<file path="src/rtl/seg7_serial_tx.sv">
// Seven-segment frame builder and 74HC595-style serial transmitter.
// Optional SEG_AUTO_REFRESH_EN: resend a frame after REFRESH_CYC idle cycles.
module seg7_serial_tx #(
  parameter int CLK_DIV = 2
`ifdef SEG_AUTO_REFRESH_EN
  , parameter int REFRESH_CYC = 1000000
`endif
) (
  input  logic        clk,
  input  logic        rst,
  input  logic        start,
  input  logic [31:0] Disp_num,
  input  logic [7:0]  point_in,
  input  logic [7:0]  LE_in,
  output logic        busy,
  output logic        done,
  output logic        seg_clk,
  output logic        seg_dout,
  output logic        seg_clrn,
  output logic        seg_latch
);

  typedef enum logic [2:0] {
    IDLE,
    LOAD,
    SHIFT,
    LATCH,
    DONE
  } state_t;

  localparam logic [7:0] DIV_LAST = 8'(CLK_DIV - 1);

  state_t      state;
  logic [63:0] frame;
  logic [63:0] frame_d;
  logic [5:0]  idx;
  logic [7:0]  cnt;
  logic        go;

  // Active-low byte {dp, g..a}; blanking also kills the dp.
  function automatic logic [7:0] seg_byte(
    input logic [3:0] nib,
    input logic       dp,
    input logic       blank
  );
    logic [6:0] s;
    case (nib)
      4'h0: s = 7'h3F;
      4'h1: s = 7'h06;
      4'h2: s = 7'h5B;
      4'h3: s = 7'h4F;
      4'h4: s = 7'h66;
      4'h5: s = 7'h6D;
      4'h6: s = 7'h7D;
      4'h7: s = 7'h07;
      4'h8: s = 7'h7F;
      4'h9: s = 7'h6F;
      4'hA: s = 7'h77;
      4'hB: s = 7'h7C;
      4'hC: s = 7'h39;
      4'hD: s = 7'h5E;
      4'hE: s = 7'h79;
      default: s = 7'h71;
    endcase
    seg_byte = blank ? 8'hFF : {~dp, ~s};
  endfunction

  always_comb begin
    frame_d = '0;
    for (int i = 0; i < 8; i++) begin
      frame_d[8*i +: 8] = seg_byte(
        Disp_num[4*i +: 4], point_in[i], LE_in[i]);
    end
  end

`ifdef SEG_AUTO_REFRESH_EN
  localparam int RW = $clog2(REFRESH_CYC + 1);
  localparam logic [RW-1:0] REF_LAST = RW'(REFRESH_CYC);

  logic [RW-1:0] idle_cnt;

  // Held at zero outside IDLE so every IDLE visit counts from 0.
  always_ff @(posedge clk or negedge rst) begin
    if (!rst) begin
      idle_cnt <= '0;
    end else if (state != IDLE) begin
      idle_cnt <= '0;
    end else if (idle_cnt != REF_LAST) begin
      idle_cnt <= idle_cnt + 1'b1;
    end
  end

  assign go = start || (idle_cnt == REF_LAST);
`else
  assign go = start;
`endif

  always_ff @(posedge clk or negedge rst) begin
    if (!rst) begin
      state     <= IDLE;
      frame     <= '0;
      idx       <= '0;
      cnt       <= '0;
      busy      <= 1'b0;
      done      <= 1'b0;
      seg_clk   <= 1'b0;
      seg_dout  <= 1'b0;
      seg_clrn  <= 1'b0;
      seg_latch <= 1'b0;
    end else begin
      seg_clrn <= 1'b1;
      unique case (state)
        IDLE: begin
          if (seg_clrn && go) begin
            state <= LOAD;
            busy  <= 1'b1;
          end
        end
        LOAD: begin
          frame    <= frame_d;
          idx      <= 6'd63;
          cnt      <= '0;
          seg_clk  <= 1'b0;
          seg_dout <= frame_d[63];
          state    <= SHIFT;
        end
        SHIFT: begin
          if (cnt != DIV_LAST) begin
            cnt <= cnt + 8'd1;
          end else begin
            cnt <= '0;
            if (!seg_clk) begin
              seg_clk <= 1'b1;
            end else begin
              seg_clk <= 1'b0;
              if (idx == 6'd0) begin
                seg_latch <= 1'b1;
                state     <= LATCH;
              end else begin
                idx      <= idx - 6'd1;
                seg_dout <= frame[idx - 6'd1];
              end
            end
          end
        end
        LATCH: begin
          if (cnt != DIV_LAST) begin
            cnt <= cnt + 8'd1;
          end else begin
            cnt       <= '0;
            seg_latch <= 1'b0;
            done      <= 1'b1;
            state     <= DONE;
          end
        end
        DONE: begin
          done  <= 1'b0;
          busy  <= 1'b0;
          state <= IDLE;
        end
        default: state <= IDLE;
      endcase
    end
  end

endmodule
</file>
<file path="config.mk">
export PLATFORM = sky130hd
export DESIGN_NAME = seg7_serial_tx
export DESIGN_NICKNAME = d
export VERILOG_FILES = /design/src/rtl/seg7_serial_tx.sv
export SDC_FILE = /design/constraint.sdc
export NUM_CORES = 1
export LEC_CHECK = 0
export CAP_MARGIN = 10
export CELL_PAD_IN_SITES_DETAIL_PLACEMENT = 0
export CELL_PAD_IN_SITES_GLOBAL_PLACEMENT = 1
export CORE_MARGIN = 4
export CORE_UTILIZATION = 40
export CTS_BUF_LIST = sky130_fd_sc_hd__clkbuf_16
export CTS_CLUSTER_SIZE = 28
export DETAILED_ROUTE_END_ITERATION = 8
export GPL_ROUTABILITY_DRIVEN = 0
export GPL_TIMING_DRIVEN = 0
export PLACE_DENSITY = 0.82
export SYNTH_ARGS = -nofsm -noshare
export SYNTH_HDL_FRONTEND = slang
export SYNTH_SLANG_ARGS = --single-unit
</file>
<file path="constraint.sdc">
create_clock -name clk -period 7.45 [get_ports clk]
set_input_delay 1.49 -clock clk [delete_from_list [all_inputs] [get_ports clk]]
set_output_delay 1.49 -clock clk [all_outputs]
set_load 0.01 [all_outputs]
</file>
After elaboration in Yosys (flattened, before gate mapping)
Memories as Yosys holds them, arrays and structs flattened. Index checks and enable logic that the tools add are counted.

Flip-flop bits (word level): 87. ROM bits: 896. Bits of input ports: 51. Output and inout port bits: 6. Word-level logic and storage cells: 101. Memories kept: 8.

Memories: (no name shown) (depth 16, width 7, read ports 1, clocked after memory_dff 0, write ports 0, RTL line 47) `case (nib)`; (no name shown) (depth 16, width 7, read ports 1, clocked after memory_dff 0, write ports 0, RTL line 47); (no name shown) (depth 16, width 7, read ports 1, clocked after memory_dff 0, write ports 0, RTL line 47); (no name shown) (depth 16, width 7, read ports 1, clocked after memory_dff 0, write ports 0, RTL line 47); (no name shown) (depth 16, width 7, read ports 1, clocked after memory_dff 0, write ports 0, RTL line 47); (no name shown) (depth 16, width 7, read ports 1, clocked after memory_dff 0, write ports 0, RTL line 47); 2 more memories.

Add/subtract/negate cells: 2. Order comparisons: 1. Eq/ne operators: 11. Mux-type cells: 38. Bitwise operators: 16. Reduce and logical (&&, ||, !) cells: 15.

Operator list (count): $mux W8 (9); $not A7 Y7 (8); $mux W6 (3); $pmux W8 S2 (1); $mux W3 (5); $mux W1 (12); $ne A2 B2 Y1 const B (6); $pmux W3 S4 (1); $pmux W6 S2 (1); $pmux W1 S2 (5); $reduce_and A5 Y1 (2); $reduce_bool A2 Y1 (5); $add A8 B1 Y8 const B (1); $ne A8 B1 Y1 const B (1); $not A1 Y1 (8); $lt A6 B7 Y1 const B (1); $bmux W1 S6 (1); $eq A3 B2 Y1 const B (2); $logic_not A6 Y1 (1); $reduce_and A2 Y1 (3); $sub A6 B1 Y6 const B (1); $reduce_and A4 Y1 (1); $eq A3 B1 Y1 const B (1); $eq A3 B3 Y1 const B (1); other kinds (3) (3).

Logic depth before layout (Yosys ltp)
Depth in word-level cells: 7. Depth in mapped cells: 12. Mapped depth without buffers: 8.

Worst setup path after synthesis
Ideal clock, no wire load.

Path kind: input-to-reg. Start: in Disp_num[16]. End: reg frame[35]. Setup time: 0.137 ns. Arrival time: 2.433 ns. Required time: 7.313 ns. Slack: 4.879 ns. Stages: 6. Path buffers: 0. Path through: inv_1 ha_1 inv_1 mux4_2 nor2_1 a21oi_1.

Word-level cells in the longest chain between the ends: 3.

Ends and longest elaborated chain: from (decl) (RTL line 12) `input logic [31:0] Disp_num,`; $mem_v2 Z16 W7; $not A7 Y7 (RTL line 65) `seg_byte = blank ? 8'hFF : {~dp, ~s};`; $mux W8 (RTL line 65); to (signal assigned) (RTL line 120) `frame <= frame_d;`; to (decl) (RTL line 34) `logic [63:0] frame;`.

Every way passes these cells. A chain may end at the register's enable or synchronous reset.

Worst setup path after layout
Start: in Disp_num[13]. End: reg frame[27].

Same word-level chain as after synthesis.

==> out/metrics.yaml <==
finish:
  final_net_count: 851
  syn_to_final_growth_pct: 16.7
  drive_gt1_share_pct: 9.16
  footprint_of_the_multi_input_gates_um2: 3550
  filler_cell_count: 1346
  regArea_um2: 2180
  num_antenna_cells: 0
  final_core_occ_pct: 48.5
cts:
  postCtsResizedCells: 0
  cts_buffers: 9
  clk-insertion-delay-late_ns: 0.35
  clock_path_buffers: 2
  holdBufCountCts: 0
  post-cts-setup-buffers: 0
  depth_of_the_cts_h_tree: 3
  tritoncts_clock_tree: "done"
  cts_num_sinks: 87
  cts_root_buf: "sky130_fd_sc_hd__clkbuf_16"
  clkTransAtPathRegs_ns: 0.07
synth:
  netlist_top_cells_area: "sky130_fd_sc_hd__dfrtp_1 35%, sky130_fd_sc_hd__ha_1 11%, sky130_fd_sc_hd__mux4_2 8.8%"
  warnings_from_yosys: 0
  synthFlopType: "sky130_fd_sc_hd__dfrtp_1"
  postSynthNetCount: 791
  library_cell_with_the_highest_instance_count_after_synthesis: "sky130_fd_sc_hd__nor2_1"
  ys_seq_area_share_pct: 35.5
  synthArstFlopShare_pct: 100
  number_of_enable_type_register_cells_in_the_synthesized_netlist: 0
  flip_flop_and_latch_count_after_synthesis: 87
  postSynthCellCount: 688
  synth_top_area_share_pct: 35.5
  synth_cell_type_count: 49
  synth.largest_area_cell: "sky130_fd_sc_hd__dfrtp_1"
  syn_area_per_cell_um2: 8.91
  synthesized_cell_area_um2: 6130
  ys_top_cells_by_count: "119 x sky130_fd_sc_hd__nor2_1, 87 x sky130_fd_sc_hd__dfrtp_1, 59 x sky130_fd_sc_hd__a21oi_1"
die:
  dieHeight_um: 132
  pin_count: 57
  fp.dieW_um: 132
  die_area_um2: 17400
  starting_utilization_of_the_core_area_pct: 41.6
  num_rows: 44
  core_region_area_um2: 14800
route:
  detail_route.wirelength.met1_mm: 6.72
  routed-wl-met2_mm: 7.27
  ant_nets: 0
  drcViolationCount: 0
  top_layer_used: "met4"
  route.vias.total: 5251
  via_per_instance_ratio: 5.60
  routedWlPerCell_um: 16.0
  wl_met3_um: 604
  drt_pre_antenna_iters: 6
  totalWireLength_mm: 15.0
  drt_iter0_drc: 317
pwr:
  power_density_nw_per_um2: 313
  p_total_uw: 2240
  cell_internal_pwr_uw: 1360
  total_switching_power_uw: 874
  power_leakage_uw: 0.00307
  pwr-share-clk_pct: 19.9
  vdd_drop_max_mv: 0.133
  seq_power_share_pct: 35.2
  power.share.switching_pct: 39.1
  pwr-share-comb_pct: 44.9
critical_path:
  cp-start-kind: "input pin"
  worst_r2r_endpoint: "seg_dout$_DFFE_PN0P_"
  timing.critical_path.fanout_max: 5
  critPathCaptureType: "flop"
  reg2regPathDepth: 11
  worst-setup-path-type: "in -> reg"
  crit-reg2reg-launch: "idx[0]$_DFFE_PN0P_"
  cp_data_required_time_ns: 7.66
  critPathArrivalTime_ns: 3.21
  r2r_setup_slk_ns: 4.63
global_routing:
  globalRouteOverflowTotal: 0
  global_route.usage.total_pct: 17.3
  antenna_found_initial: 0
  maximum_number_of_pins_on_one_net_before_global_route_repair: 64
  grt_first_pass_wirelength_mm: 25.1
  grt_pass1_vias: 5215
min_path:
  hp-class: "reg -> reg"
  hp-start: "seg_latch$_DFFE_PN0P_"
  worstHoldEndpoint: "seg_latch$_DFFE_PN0P_"
  holdPathStages: 2
run:
  drv.max_cap_violation_count: 0
run_status:
  run_status: "complete, no violations"
sta:
  total_negative_slack_for_setup_checks_ns: 0
  fin_crit_sh_pct: 40.3
  post-route-worst-setup-slack_ns: 4.45
  finalWorstPathRequiredPeriod_ns: 3.00
  finalSetupViolCount: 0
  final_hold_viol_count: 0
  final.setup_skew_ns: 0.00900
  report.final.slew_viol_count: 0
  grt_setup_unrepaired: "no"
  normalized_max_slew_margin_pct: 57.4
  timing.fmax_mhz: 333
  tightestPinTransition_ns: 0.636
placed_design:
  place.detailed.hpwl_mm: 11.1
  io_buffers: 48
  placement.setup.worst_slack_ns: 4.10
## routing by layer
metal	vias up	global-route usage (%)
li1	2563	-
met1	2542	22.1
met2	117	29.3
met3	29	3.40
met4	0	6.48
met5	-	0
## power groups by stage
stage / logic [uW] / registers (uW) / clock network (uW)
2_1_floorplan: 744 / 762 / 0
3_3_place_gp: 987 / 783 / 0
4_1_cts: 1010 / 786 / 453
6_report: 1010 / 788 / 444
5_1_grt: 1120 / 811 / 473
3_5_place_dp: 1010 / 794 / 0
## worst max-delay path: stages
cell and delay, ns:
sky130_fd_sc_hd__clkdlybuf4s50_1 0.61, sky130_fd_sc_hd__inv_1 0.14, sky130_fd_sc_hd__ha_1 0.29, sky130_fd_sc_hd__inv_1 0.05
sky130_fd_sc_hd__mux4_2 0.46, sky130_fd_sc_hd__nor2_1 0.10, sky130_fd_sc_hd__a21oi_1 0.07
## cell type report
type                    count  share of cell area (%)
repair buffers             49                    7.06
clock buffers               9                    3.15
multi-input cells         507                    49.6
well taps                 184                    3.22
flip-flops and latches     87                    30.4
plain buffers              44                    3.06
clock inverters             7                   0.909
inverters                  50                    2.62
## flip-flops by register name, summed over array words and instances, names as in the netlist
name       cells
seg_latch      1
state          3
done           1
seg_dout       1
busy           1
frame         64
seg_clk        1
idx            6
cnt            8
seg_clrn       1
## kinds of logic after synthesis
group	after synthesis	synth area share, %
buffers and inverters	94	6.63
flip-flops	87	35.5
multiplexers	39	11.3
XOR/XNOR	5	0.837
AND/OR/NAND/NOR	230	16.7
AO/OA/AOI/OAI	180	18.4
other	1	0.0611
adder cells (fa/ha/maj)	52	10.6
## per-stage QoR
stage	cell area [um2]	hold slack, ns	cells
after CTS	7160	0.517	937
after floorplan	6130	0.481	688
after detailed placement	6870	0.502	921
after global placement	6840	0.489	920
after global routing	7160	0.541	937
final	7160	0.513	937
## worst max-delay path by stage
| stage | start | end | slack (ns) | cells past startpoint |
|---|---|---|---|---|
| 2_1_floorplan | Disp_num[16] | frame[35]$_DFFE_PN0P_ | 4.88 | 6 |
| 3_5_place_dp | Disp_num[13] | frame[27]$_DFFE_PN0P_ | 4.10 | 7 |
| 4_1_cts | Disp_num[13] | frame[27]$_DFFE_PN0P_ | 4.47 | 7 |
| 3_3_place_gp | rst | frame[57]$_DFFE_PN0P_ | 1.82 | 1 |
| 6_report | Disp_num[13] | frame[27]$_DFFE_PN0P_ | 4.45 | 7 |
| 5_1_grt | Disp_num[13] | frame[27]$_DFFE_PN0P_ | 4.38 | 7 |
## cell usage in the layout (no fill, tap or decap), drive strengths merged, types with 2 or more instances in the layout
master         netlist  final
nand2               43     43
nor4                 3      3
nor2b               11     11
nor3b                3      3
and2                 2      2
nand2b              10     10
o22ai                3      3
a221oi              16     16
and3                 3      3
dfrtp               87     87
nand4                2      2
mux4                24     24
ha                  52     52
o21ai               32     32
nand3b               2      2
mux2i               15     15
nor2               119    119
a211o                4      4
xor2                 4      4
nor3                22     22
buf                 22     24
a31oi               34     34
nand3                7      7
clkdlybuf4s50        0     47
a211oi              15     15
o211ai               3      3
a21oi               59     59
o311a                7      7
inv                 50     53
clkbuf              22     31
clkinv               0      2
clkinvlp             0      2
Power figures use the tool's default switching activity.
